==> src/rtl/mcp3202_pkg.sv <==
// Shared types and constants for the MCP3202 responder: FSM state, debug view, diff clamp.
package mcp3202_pkg;

   localparam int   DATA_W    = 12;
   localparam int   CFG_BITS  = 3;
   localparam logic START_BIT = 1'b1;

   typedef enum logic [2:0] {
      IDLE,
      CFG,
      NULLB,
      MSB_DATA,
      LSB_DATA,
      DONE
   } state_t;

   // Debug view for checker binding; vector bit order is {cs, spi_clk, mosi}.
   typedef struct packed {
      state_t     state;
      logic [2:0] lvl;
      logic [2:0] rise;
      logic [2:0] fall;
   } dbg_t;

   // Pseudo-differential result: a negative difference reads as zero.
   function automatic logic [DATA_W-1:0] diff_clamp(input logic [DATA_W-1:0] a,
                                                    input logic [DATA_W-1:0] b);
      logic [DATA_W:0] d;
      d = {1'b0, a} - {1'b0, b};
      return d[DATA_W] ? '0 : d[DATA_W-1:0];
   endfunction

endpackage

==> src/rtl/mcp3202_responder_spi_in_sync.sv <==
// Synchroniser chain plus compare flop for one asynchronous SPI pin; emits level and edge pulses.
module spi_in_sync
   import mcp3202_pkg::*;
#(
   parameter int   SYNC_STAGES = 2,
   parameter logic RST_VAL     = 1'b0
) (
   input  logic i_clk,
   input  logic i_rst,
   input  logic i_d,
   output logic o_level,
   output logic o_rise,
   output logic o_fall
);

   logic [SYNC_STAGES-1:0] r_sync;
   logic                   r_prev;

   always_ff @(posedge i_clk) begin
      if (i_rst) begin
         r_sync <= {SYNC_STAGES{RST_VAL}};
         r_prev <= RST_VAL;
      end else begin
         r_sync <= {r_sync[SYNC_STAGES-2:0], i_d};
         r_prev <= r_sync[SYNC_STAGES-1];
      end
   end

   assign o_level = r_sync[SYNC_STAGES-1];
   assign o_rise  = r_sync[SYNC_STAGES-1] & ~r_prev;
   assign o_fall  = ~r_sync[SYNC_STAGES-1] & r_prev;

endmodule

==> src/rtl/mcp3202_responder.sv <==
// MCP3202 SPI peripheral model: decodes start/SGL/ODD/MSBF and shifts back null + 12 data bits.
// Optional RESPONDER_STATS_EN adds frame and abort counters.
module mcp3202_responder #(
   parameter int DATA_W      = 12,
   parameter int SYNC_STAGES = 2
) (
   input  logic                    i_clk,
   input  logic                    i_rst,
   input  logic                    i_cs,
   input  logic                    i_spi_clk,
   input  logic                    i_mosi,
   input  logic [DATA_W-1:0]       i_ch0_data,
   input  logic [DATA_W-1:0]       i_ch1_data,
   output logic                    o_miso,
   output logic                    o_miso_oe,
   output logic                    o_cfg_valid,
   output logic                    o_cfg_sgl,
   output logic                    o_cfg_odd,
   output logic                    o_cfg_msbf,
   output logic                    o_conv_done,
`ifdef RESPONDER_STATS_EN
   output logic [15:0]             o_frame_count,
   output logic [15:0]             o_abort_count,
`endif
   output mcp3202_pkg::dbg_t       o_dbg
);
   import mcp3202_pkg::*;

   localparam logic [3:0] LAST_BIT = 4'(DATA_W);
   localparam logic [3:0] TOP_BIT  = 4'(DATA_W - 1);

   logic w_cs_lvl, w_cs_rise, w_cs_fall;
   logic w_sck_lvl, w_sck_rise, w_sck_fall;
   logic w_mosi_lvl, w_mosi_rise, w_mosi_fall;

   spi_in_sync #(.SYNC_STAGES(SYNC_STAGES), .RST_VAL(1'b1)) u_sync_cs (
      .i_clk(i_clk), .i_rst(i_rst), .i_d(i_cs),
      .o_level(w_cs_lvl), .o_rise(w_cs_rise), .o_fall(w_cs_fall));

   spi_in_sync #(.SYNC_STAGES(SYNC_STAGES), .RST_VAL(1'b0)) u_sync_sck (
      .i_clk(i_clk), .i_rst(i_rst), .i_d(i_spi_clk),
      .o_level(w_sck_lvl), .o_rise(w_sck_rise), .o_fall(w_sck_fall));

   spi_in_sync #(.SYNC_STAGES(SYNC_STAGES), .RST_VAL(1'b0)) u_sync_mosi (
      .i_clk(i_clk), .i_rst(i_rst), .i_d(i_mosi),
      .o_level(w_mosi_lvl), .o_rise(w_mosi_rise), .o_fall(w_mosi_fall));

   state_t            r_state, w_state;
   logic [1:0]        r_cfg_cnt, w_cfg_cnt;
   logic [3:0]        r_bit_cnt, w_bit_cnt;
   logic [DATA_W-1:0] r_sample, w_sample, w_sel;
   logic              r_cap_sgl, w_cap_sgl, r_cap_odd, w_cap_odd;
   logic              r_sgl, w_sgl, r_odd, w_odd, r_msbf, w_msbf;
   logic              r_miso, w_miso, r_miso_oe, w_miso_oe;
   logic              r_cfg_valid, w_cfg_valid, r_conv_done, w_conv_done;
   logic              w_abort;
   logic [3:0]        w_msb_idx;

   // Sample select uses SGL/ODD captured on the two preceding rises.
   always_comb begin
      w_sel = i_ch0_data;
      if (r_cap_sgl)
         w_sel = r_cap_odd ? i_ch1_data : i_ch0_data;
      else
         w_sel = r_cap_odd ? diff_clamp(i_ch1_data, i_ch0_data)
                           : diff_clamp(i_ch0_data, i_ch1_data);
   end

   assign w_msb_idx = TOP_BIT - r_bit_cnt;

   always_comb begin
      w_state     = r_state;
      w_cfg_cnt   = r_cfg_cnt;
      w_bit_cnt   = r_bit_cnt;
      w_sample    = r_sample;
      w_cap_sgl   = r_cap_sgl;
      w_cap_odd   = r_cap_odd;
      w_sgl       = r_sgl;
      w_odd       = r_odd;
      w_msbf      = r_msbf;
      w_miso      = r_miso;
      w_miso_oe   = r_miso_oe;
      w_cfg_valid = 1'b0;
      w_conv_done = 1'b0;
      w_abort     = 1'b0;

      // Deselect wins over any coincident serial-clock edge.
      if (w_cs_rise) begin
         w_state   = IDLE;
         w_miso    = 1'b0;
         w_miso_oe = 1'b0;
         w_cfg_cnt = '0;
         w_bit_cnt = '0;
         w_abort   = (r_state != IDLE) && (r_state != DONE);
      end else if (w_cs_fall) begin
         w_state   = IDLE;
         w_miso    = 1'b0;
         w_miso_oe = 1'b1;
         w_cfg_cnt = '0;
         w_bit_cnt = '0;
      end else begin
         case (r_state)
            IDLE: begin
               if (w_sck_rise && !w_cs_lvl && (w_mosi_lvl == START_BIT)) begin
                  w_state   = CFG;
                  w_cfg_cnt = '0;
               end
            end
            CFG: begin
               if (w_sck_rise) begin
                  w_cfg_cnt = r_cfg_cnt + 2'd1;
                  if (r_cfg_cnt == 2'd0)
                     w_cap_sgl = w_mosi_lvl;
                  else if (r_cfg_cnt == 2'd1)
                     w_cap_odd = w_mosi_lvl;
                  else if (r_cfg_cnt == 2'(CFG_BITS - 1)) begin
                     w_sgl       = r_cap_sgl;
                     w_odd       = r_cap_odd;
                     w_msbf      = w_mosi_lvl;
                     w_cfg_valid = 1'b1;
                     w_sample    = w_sel;
                     w_state     = NULLB;
                  end
               end
            end
            NULLB: begin
               if (w_sck_fall) begin
                  w_miso    = 1'b0;
                  w_bit_cnt = '0;
                  w_state   = MSB_DATA;
               end
            end
            MSB_DATA: begin
               if (w_sck_fall) begin
                  if (r_bit_cnt != LAST_BIT) begin
                     w_miso    = r_sample[w_msb_idx];
                     w_bit_cnt = r_bit_cnt + 4'd1;
                  end else if (r_msbf) begin
                     w_miso      = 1'b0;
                     w_conv_done = 1'b1;
                     w_state     = DONE;
                  end else begin
                     // B0 was already sent; the LSB-first pass resumes at B1.
                     w_miso    = r_sample[1];
                     w_bit_cnt = 4'd2;
                     w_state   = LSB_DATA;
                  end
               end
            end
            LSB_DATA: begin
               if (w_sck_fall) begin
                  if (r_bit_cnt != LAST_BIT) begin
                     w_miso    = r_sample[r_bit_cnt];
                     w_bit_cnt = r_bit_cnt + 4'd1;
                  end else begin
                     w_miso      = 1'b0;
                     w_conv_done = 1'b1;
                     w_state     = DONE;
                  end
               end
            end
            DONE:    w_miso = 1'b0;
            default: w_state = IDLE;
         endcase
      end
   end

   always_ff @(posedge i_clk) begin
      if (i_rst) begin
         r_state     <= IDLE;
         r_cfg_cnt   <= '0;
         r_bit_cnt   <= '0;
         r_sample    <= '0;
         r_cap_sgl   <= 1'b0;
         r_cap_odd   <= 1'b0;
         r_sgl       <= 1'b0;
         r_odd       <= 1'b0;
         r_msbf      <= 1'b0;
         r_miso      <= 1'b0;
         r_miso_oe   <= 1'b0;
         r_cfg_valid <= 1'b0;
         r_conv_done <= 1'b0;
      end else begin
         r_state     <= w_state;
         r_cfg_cnt   <= w_cfg_cnt;
         r_bit_cnt   <= w_bit_cnt;
         r_sample    <= w_sample;
         r_cap_sgl   <= w_cap_sgl;
         r_cap_odd   <= w_cap_odd;
         r_sgl       <= w_sgl;
         r_odd       <= w_odd;
         r_msbf      <= w_msbf;
         r_miso      <= w_miso;
         r_miso_oe   <= w_miso_oe;
         r_cfg_valid <= w_cfg_valid;
         r_conv_done <= w_conv_done;
      end
   end

`ifdef RESPONDER_STATS_EN
   logic [15:0] r_frame_count, r_abort_count;

   always_ff @(posedge i_clk) begin
      if (i_rst) begin
         r_frame_count <= '0;
         r_abort_count <= '0;
      end else begin
         if (w_conv_done) r_frame_count <= r_frame_count + 16'd1;
         if (w_abort)     r_abort_count <= r_abort_count + 16'd1;
      end
   end

   assign o_frame_count = r_frame_count;
   assign o_abort_count = r_abort_count;
`endif

   assign o_miso      = r_miso;
   assign o_miso_oe   = r_miso_oe;
   assign o_cfg_valid = r_cfg_valid;
   assign o_cfg_sgl   = r_sgl;
   assign o_cfg_odd   = r_odd;
   assign o_cfg_msbf  = r_msbf;
   assign o_conv_done = r_conv_done;

   assign o_dbg.state = r_state;
   assign o_dbg.lvl   = {w_cs_lvl, w_sck_lvl, w_mosi_lvl};
   assign o_dbg.rise  = {w_cs_rise, w_sck_rise, w_mosi_rise};
   assign o_dbg.fall  = {w_cs_fall, w_sck_fall, w_mosi_fall};

endmodule

==> config.mk <==
export PLATFORM = sky130hd
export DESIGN_NAME = mcp3202_responder
export DESIGN_NICKNAME = d
export VERILOG_FILES = /design/src/rtl/mcp3202_pkg.sv /design/src/rtl/mcp3202_responder_spi_in_sync.sv /design/src/rtl/mcp3202_responder.sv
export SDC_FILE = /design/constraint.sdc
export NUM_CORES = 1
export LEC_CHECK = 0
export BUFFER_PORTS_ARGS = -buffer_cell sky130_fd_sc_hd__buf_2
export CAP_MARGIN = 40
export CORE_ASPECT_RATIO = 1.25
export CORE_MARGIN = 3
export CORE_UTILIZATION = 59
export CTS_CLUSTER_SIZE = 28
export DETAILED_ROUTE_END_ITERATION = 8
export PLACE_DENSITY = 0.81
export SYNTH_ARGS = -nofsm -noshare
export SYNTH_HDL_FRONTEND = slang
export SYNTH_HIERARCHICAL = 1
export SYNTH_SLANG_ARGS = --single-unit
==> constraint.sdc <==
create_clock -name i_clk -period 3.9 [get_ports i_clk]
set_input_delay 1.17 -clock i_clk [delete_from_list [all_inputs] [get_ports i_clk]]
set_output_delay 1.17 -clock i_clk [all_outputs]
set_load 0.01 [all_outputs]
Yosys cells after proc, flatten, opt, wreduce, memory -nomap -nowiden. Index checks and enable logic that the tools add are counted.

Bits in registers: 39. Input port bits: 29. Output and inout port bits: 19. Logic and storage cells: 128.

$add $sub $neg: 5. $lt $le $gt $ge: 2. Equal/unequal tests: 20. Mux-type cells: 45. Bitwise gates (word level): 19. Reductions and logical operators: 18.

Operators by type and width (number): two-way mux 12 bit (5); two-way mux 3 bit (10); subtractor 12 x 12 -> 13 bit (2); two-way mux 4 bit (6); case mux 3 bit (6 select lines) (1); != test 2 bit (second input constant) (8); two-way mux 1 bit (15); inverter 1 bit (13); case mux 4 bit (3 select lines) (1); AND reduction 6 bit (2); AND reduction 11 bit (1); less-than comparator 4 x 5 -> 1 bit (second input constant) (2); binary-select mux 1 bit (select 4 bit) (2); AND reduction 7 bit (1); OR reduction 7 bit (1); AND 1 bit (6); == test 3 x 2 -> 1 bit (second input constant) (2); == test 3 bit (second input constant) (2); != test 2 x 1 -> 1 bit (second input constant) (3); AND reduction 5 bit (1); adder 4 x 1 -> 4 bit (second input constant) (1); two-way mux 2 bit (2); != test 4 bit (second input constant) (1); case mux 1 bit (4 select lines) (1); 19 further kinds (20).

Longest topological paths before layout. Gate-level depths: netlist (run 1).

Depth after elaboration: 6. Depth in mapped cells: 11. Depth with buffers taken out: 10.

Modules after synthesis. The synthesis (run 1) kept the hierarchy.

Modules (own cells, without submodules): mcp3202_responder (instances 1, cells an instance 425, area an instance 3343.2 um^2, sequential area each 600.6 um^2); spi_in_sync (u_sync_mosi ...) (instances 2, cells an instance 8, area an instance 91.3 um^2, sequential area each 60.1 um^2); spi_in_sync (u_sync_cs) (instances 1, cells an instance 8, area an instance 92.6 um^2, sequential area each 60.1 um^2).

Worst setup path after synthesis (run 1). No wires, ideal clock.

Path type: input port to flip-flop. Start: in i_ch1_data[0]. End: reg r_sample[11]. Library setup time: 0.122 ns. Arrival: 3.116 ns. Required time: 3.778 ns. Setup slack: 0.663 ns. Stages: 11. Path buffers: 1. Cells stage by stage: inv_1 > ha_1 > inv_1 > fa_1 > a21o_2 > a221oi_4 > nor2_2 > a41o_1 > buf_6 > nor2b_4 > a221o_1.

Word-level cells in the longest chain between the ends: 4. Elaborated cells on any way between the ends: 6. Those cells by class: 2 x add/sub; 4 x mux.

Ends and longest elaborated chain: start, declared (line mcp3202_responder.sv:13) `input logic [DATA_W-1:0] i_ch1_data,`; subtractor 12 x 12 -> 13 bit (line mcp3202_pkg.sv:29) `d = {1'b0, a} - {1'b0, b};`; two-way mux 12 bit (line mcp3202_pkg.sv:30) `return d[DATA_W] ? '0 : d[DATA_W-1:0];`; two-way mux 12 bit (*) (line mcp3202_responder.sv:65) `w_sel = r_cap_odd ? diff_clamp(i_ch1_data, i_ch0_data)`; two-way mux 12 bit (*) (line mcp3202_responder.sv:62) `if (r_cap_sgl)`; end signal, assigned (line mcp3202_responder.sv:187) `r_sample <= w_sample;`; end, declared (line mcp3202_responder.sv:51) `logic [DATA_W-1:0] r_sample, w_sample, w_sel;`.

Every way passes the cells marked *; elsewhere a longest branch is shown, timed or not. A chain may end at the register's enable or synchronous reset.

Final worst setup path (run 1). Ends and elaborated chain as after synthesis.

==> results.json, run 1 <==
{
  "status": "complete, no violations",
  "sequentialPowerShare_pct": 44.6,
  "synth_edf_count": 0,
  "yosys.area.top_type": "dfxtp_1",
  "switchingPower_w": 0.000285,
  "first_iter_violations": 135,
  "avgSynthCellArea_um2": 8.06,
  "tightest_slew_ns": 0.764,
  "drive_gt1_share_pct": 17.2,
  "hold_buffers": 0,
  "internal-power_w": 0.000622,
  "clockRootBuffer": "clkbuf_8",
  "power-per-cell-area_nw_per_um2": 238,
  "synth_area_leaders": "dfxtp_1 22%, ha_1 10%, a21oi_1 5.0%",
  "synthCells": 449,
  "clk_latency_ns": 0.29,
  "grt_max_degree": 33,
  "arrival_ns": 3.44,
  "ir_drop_mv": 0.129,
  "n_antenna_cell": 0,
  "cts_buffer_depth": 2,
  "ant_nets": 0,
  "hold_viol_final": 0,
  "mostFrequentLayoutCells": "47 x buf_2, 44 x nand2_1, 39 x dfxtp_1",
  "die_h_um": 93.6,
  "worstSetupPathType": "input pin to register",
  "core_area_um2": 5860,
  "ys_seq_area_share_pct": 21.6,
  "hp-class": "register to register",
  "yosysTopAreaCellShare_pct": 21.6,
  "start_util_pct": 61.8,
  "finalSetupViolCount": 0,
  "switching_share_pct": 31.4,
  "finalCritPeriodShare_pct": 83.7,
  "ys_types": 66,
  "grt_usage_pct": 22.9,
  "final_max_slew_viol_count": 0,
  "cts_htree_levels": 2,
  "slew-limit-headroom_pct": 49.0,
  "grt_pass1_vias": 2991,
  "die-area_um2": 7110,
  "via_per_inst": 5.96,
  "drt_wl_total_mm": 7.99,
  "clkSlewWorstSetupHoldPaths_ns": 0.08,
  "cts_tree": "done",
  "gp_routability_congestion": 0.935,
  "min_path_cells": 1,
  "fmax_mhz": 307,
  "area_delta_synth_final_pct": 5.19,
  "antenna_found_initial": 0,
  "startpoint_type": "input pin",
  "drc_errors": 0,
  "cap_violations": 0,
  "synth_nets": 510,
  "combPwrFrac_pct": 26.5,
  "cts_resized": 0,
  "die_w_um": 76.0,
  "drt_first_pass_iters": 5,
  "p_leak_nw": 1.62,
  "yosys_warnings": 6,
  "hpwlAfterDp_mm": 6.21,
  "r2r_cells": 6,
  "skew_ns": 0.00979,
  "cp_data_required_time_ns": 4.07,
  "fin_hold_ws_ns": 0.399,
  "post-cts-setup-buffers": 0,
  "synth_seq_cells": 39,
  "portBuffers": 47,
  "critPathMaxFanout": 10,
  "synthesis.area_um2": 3620,
  "grt_pass1_wl_mm": 13.6,
  "gr-total-overflow": 0,
  "routedWlPerCell_um": 14.6,
  "min_period_ns": 3.26,
  "mostFrequentLayoutCell": "buf_2",
  "async_flop_share_pct": 0,
  "setup_tns_ns": 0,
  "grt_setup_unrepaired": "no",
  "cts_made_buffers": 5,
  "pwr-share-clk_pct": 28.9,
  "ios": 48,
  "vias": 3267,
  "nets": 527,
  "rows": 31,
  "ys.flop_type": "dfxtp_1",
  "clock_sinks": 39,
  "cp-end-kind": "register"
}
[worst paths after layout]
kind / from / to / slack, ns
setup / recovery: i_ch1_data[0] / r_sample[11] / 0.64
hold / removal: u_sync_cs/r_sync[0] / u_sync_cs/r_sync[1] / 0.40
setup reg to reg: r_state[0] / r_sample[6] / 1.59
hold reg to reg: u_sync_cs/r_sync[0] / u_sync_cs/r_sync[1] / 0.40
[cell families (layout without fill, tap and decap cells)]
group                      after synthesis  count (layout)  synth area share [%]
muxes                                   16              16                  6.50
adders and majority gates               32              32                  11.5
and+or+nand+nor                        139             139                  20.3
xor gates and xnor gates                17              17                  4.11
DFF                                     39              39                  21.6
buffers and inverters                   76              93                  10.8
AOI/OAI and AO/OA                      130             130                  25.3
[state kept, by name (all words and copies together), names as in the netlist]
signal / flops
u_sync_sck/r_prev: 1
u_sync_sck/r_sync: 2
o_conv_done: 1
r_sample: 12
o_cfg_sgl: 1
u_sync_cs/r_sync: 2
r_cap_odd: 1
u_sync_mosi/r_sync: 2
u_sync_cs/r_prev: 1
o_cfg_valid: 1
r_bit_cnt: 4
o_miso: 1
o_miso_oe: 1
r_cap_sgl: 1
u_sync_mosi/r_prev: 1
o_cfg_msbf: 1
r_state: 3
r_cfg_cnt: 2
o_cfg_odd: 1
[critical path, stage by stage]
cell and delay [ns]:
buf_2 0.11, inv_1 0.05, ha_1 0.15, inv_1 0.06, fa_1 0.41, a21o_2 0.24
a221oi_4 0.36, nor2_2 0.07, a41o_1 0.36, nor2b_4 0.17, a221o_1 0.28
[per-layer routing]
metal / up-vias / global-route usage [%] / routed length, um
met5: - / 0 / 0
met4: 0 / 8.61 / 158
met3: 16 / 2.70 / 327
met2: 93 / 43.4 / 4150
met1: 1530 / 26.4 / 3350
li1: 1628 / - / -
[synth_stat cells (3+ instances only)]
cell type and instances:
nand2_1 44, xnor2_1 7, a41oi_1 3, o211ai_1 5, o21a_1 6, buf_6 6
mux2i_1 10, clkbuf_1 16, a21boi_0 3, nor3_1 7, a311oi_1 5, xor2_1 10
buf_4 12, or2_1 3, nor2b_1 16, nand3_1 11, mux4_2 6, a21o_1 9
a31oi_1 8, o21ai_0 17, nor2_1 25, ha_1 30, a21oi_1 36, a22oi_1 4
dfxtp_1 39, o22ai_1 3, a211oi_1 8, inv_1 36, a21o_2 3, buf_2 4
nand3b_1 9
[per-stage QoR]
stage	instance area (um^2)	worst slack (ns)	total power (W)	utilization (%)	instances
2_1_floorplan	3620	0.663	0.000605	-	449
3_3_place_gp	3720	0.406	0.000647	63.6	541
3_5_place_dp	3720	0.370	0.000651	63.6	541
4_1_cts	3810	0.665	0.000908	65.0	548
5_1_grt	3810	0.547	0.000953	65.0	548
6_report	3810	0.637	0.000907	65.0	548
[area by class of cell]
type,count,area [um^2]
inverters,36,135
clock inverters,2,13.8
flip-flops and latches,39,781
multi-input cells,334,2450
fillers,526,2050
repair buffers,50,258
well taps,82,103
clock buffers,5,68.8
[power groups by stage]
stage	sequential (W)	clock, W	combinational (W)
global placement	0.000414	0	0.000233
floorplan	0.000414	0	0.000191
global route	0.000406	0.000281	0.000266
finish	0.000405	0.000262	0.000240
CTS	0.000405	0.000266	0.000237
detailed placement	0.000414	0	0.000236
(Power assumes the default switching activity.)
==> run 2: changes to the inputs <==
--- a/config.mk
+++ b/config.mk
@@ -9,10 +9,10 @@
 export CAP_MARGIN = 40
 export CORE_ASPECT_RATIO = 1.25
 export CORE_MARGIN = 3
-export CORE_UTILIZATION = 59
+export CORE_UTILIZATION = 53
 export CTS_CLUSTER_SIZE = 28
 export DETAILED_ROUTE_END_ITERATION = 8
-export PLACE_DENSITY = 0.81
+export PLACE_DENSITY = 0.77
 export SYNTH_ARGS = -nofsm -noshare
 export SYNTH_HDL_FRONTEND = slang
 export SYNTH_HIERARCHICAL = 1
==> constraint.sdc (replaced) <==
create_clock -name i_clk -period 2.8 [get_ports i_clk]
set_input_delay 0.84 -clock i_clk [delete_from_list [all_inputs] [get_ports i_clk]]
set_output_delay 0.84 -clock i_clk [all_outputs]
set_load 0.01 [all_outputs]
==> results.json, run 2 (synthesis results as in run 1) <==
{
  "drive_gt1_share_pct": 25.1,
  "ir_drop_mv": 0.201,
  "grt_usage_pct": 22.0,
  "hp-class": "register to register",
  "worstSetupPathType": "input pin to register",
  "portBuffers": 47,
  "via_per_inst": 5.70,
  "ant_nets": 0,
  "min_path_cells": 1,
  "skew_ns": 0.00755,
  "clk_latency_ns": 0.29,
  "worst_path_dominant_cell_family": "compound AO/OA/AOI/OAI gates",
  "mostFrequentLayoutCell": "buf_2",
  "mostFrequentLayoutCells": "46 x buf_2, 44 x nand2_1, 40 x buf_4",
  "area_delta_synth_final_pct": 15.5,
  "finalSetupViolCount": 0,
  "multiInputGateArea_um2": 2480,
  "power-per-cell-area_nw_per_um2": 320,
  "hpwlAfterDp_mm": 6.73,
  "vias": 3373,
  "startpoint_type": "input pin",
  "hold_buffers": 0,
  "largest_reg_flops": 12,
  "grt_max_degree": 24,
  "gr-total-overflow": 0,
  "core_area_um2": 6610,
  "rows": 33,
  "p_leak_nw": 1.81,
  "hold_viol_final": 0,
  "gp_routability_congestion": 0.961,
  "ios": 48,
  "clkSlewWorstSetupHoldPaths_ns": 0.08,
  "cp_data_required_time_ns": 2.98,
  "r2r_cells": 7,
  "crit_cells": 11,
  "status": "complete, no violations",
  "grt_setup_unrepaired": "no",
  "reg.largest.list": "r_sample (12), r_bit_cnt (4), r_state (3)",
  "slew-limit-headroom_pct": 62.8,
  "die_w_um": 79.9,
  "final_max_slew_viol_count": 0,
  "tightest_slew_ns": 0.558,
  "slowest_delay_ns": 0.38,
  "drc_errors": 0,
  "fillCellCount": 591,
  "cts_buffer_depth": 2,
  "grt_pass1_vias": 3163,
  "cts_made_buffers": 5,
  "regMostFlops": "r_sample",
  "fmax_mhz": 369,
  "clock_sinks": 39,
  "routedWlPerCell_um": 14.1,
  "ff_latch_area_um2": 781,
  "cts_htree_levels": 2,
  "cp_num_buf_inv": 3,
  "cp_cell_sequence": "buf_2, inv_4, ha_4, inv_2, fa_2, a21o_1, a221oi_4, o21ai_2, a21o_2, and2b_1, a221o_1",
  "grt_pass1_wl_mm": 14.3,
  "finalCritPeriodShare_pct": 96.8,
  "power_w": 0.00134,
  "cap_violations": 0,
  "nets": 565,
  "die-area_um2": 7860,
  "critPathMaxFanout": 3,
  "cts_tree": "done",
  "first_iter_violations": 145,
  "slowest_stage": "fa_2",
  "min_period_ns": 2.71,
  "drt_first_pass_iters": 4,
  "antenna_found_initial": 0,
  "fin_util_pct": 63.3,
  "n_antenna_cell": 0,
  "clockRootBuffer": "clkbuf_8",
  "cp-end-kind": "register",
  "die_h_um": 98.4,
  "drt_wl_total_mm": 8.35,
  "arrival_ns": 2.89,
  "start_util_pct": 54.8
}
run 2: cell count changes in the layout (fill, tap and decap cells not counted), sizes merged:
cell      change
buf          +38
clkbuf        +1
clkinvlp      +1
clkinv        -1
run 2: metrics by stage:
stage                     instances  TNS, ns  hold slack (ns)  setup WS, ns  instance area [um^2]
after floorplan                 449  -0.0206            0.383       -0.0206                  3670
after global placement          583    -2.64            0.385        -0.310                  4080
after detailed placement        583    -3.23            0.393        -0.375                  4080
after CTS                       592        0            0.411      0.000250                  4180
after global routing            592        0            0.448        0.0126                  4180
final                           592        0            0.409        0.0896                  4180
run 2: worst paths after layout:
path	start	to	slack [ns]
worst min register to register	u_sync_cs/r_sync[0]	u_sync_cs/r_sync[1]	0.41
worst max-delay path	i_ch0_data[0]	r_sample[11]	0.09
worst max register to register	u_sync_sck/r_sync[1]	r_sample[9]	0.60
worst min-delay path	u_sync_cs/r_sync[0]	u_sync_cs/r_sync[1]	0.41
run 2: cell type report:
| cell class | instances | share of cell area, % |
|---|---|---|
| multi-input combinational | 334 | 59.4 |
| sequential | 39 | 18.7 |
| timing repair buffer | 88 | 13.7 |
| inverter | 36 | 3.59 |
| tap | 87 | 2.60 |
| clock buffer | 6 | 1.74 |
| clock inverter | 2 | 0.299 |
run 2: per-layer routing:
metal  share of wire (%)  routed length, um  track usage [%]  vias up
met4                 2.0                163             7.41        0
met3                 2.7                229             2.95       17
li1                    -                  -                -     1700
met2                  53               4430             39.4       71
met5                   0                  0                0        -
met1                  42               3530             26.4     1585
run 2: where the power goes:
| part | total, W | leakage, nW | switching [W] | internal, W |
|---|---|---|---|---|
| Combinational | 0.000404 | 1.46 | 0.000213 | 0.000191 |
| Clock | 0.000371 | 0.0412 | 0.000197 | 0.000174 |
| Sequential | 0.000564 | 0.316 | 0.00000422 | 0.000560 |
run 2: what timing repair did:
action,4_1_cts,5_1_grt
hold endpoints to repair,0,0
resized for setup,0,2
setup buffers,1,0
pin swaps,1,1
endpoints found under the setup margin,2,7
run 2: worst reg2reg max path: stages (launching register included):
cell,delay (ns)
dfxtp_1,0.37
nor2b_1,0.33
and4bb_2,0.32
nor3b_2,0.26
nand3_1,0.11
buf_4,0.22
nor2_1,0.31
a311oi_1,0.14
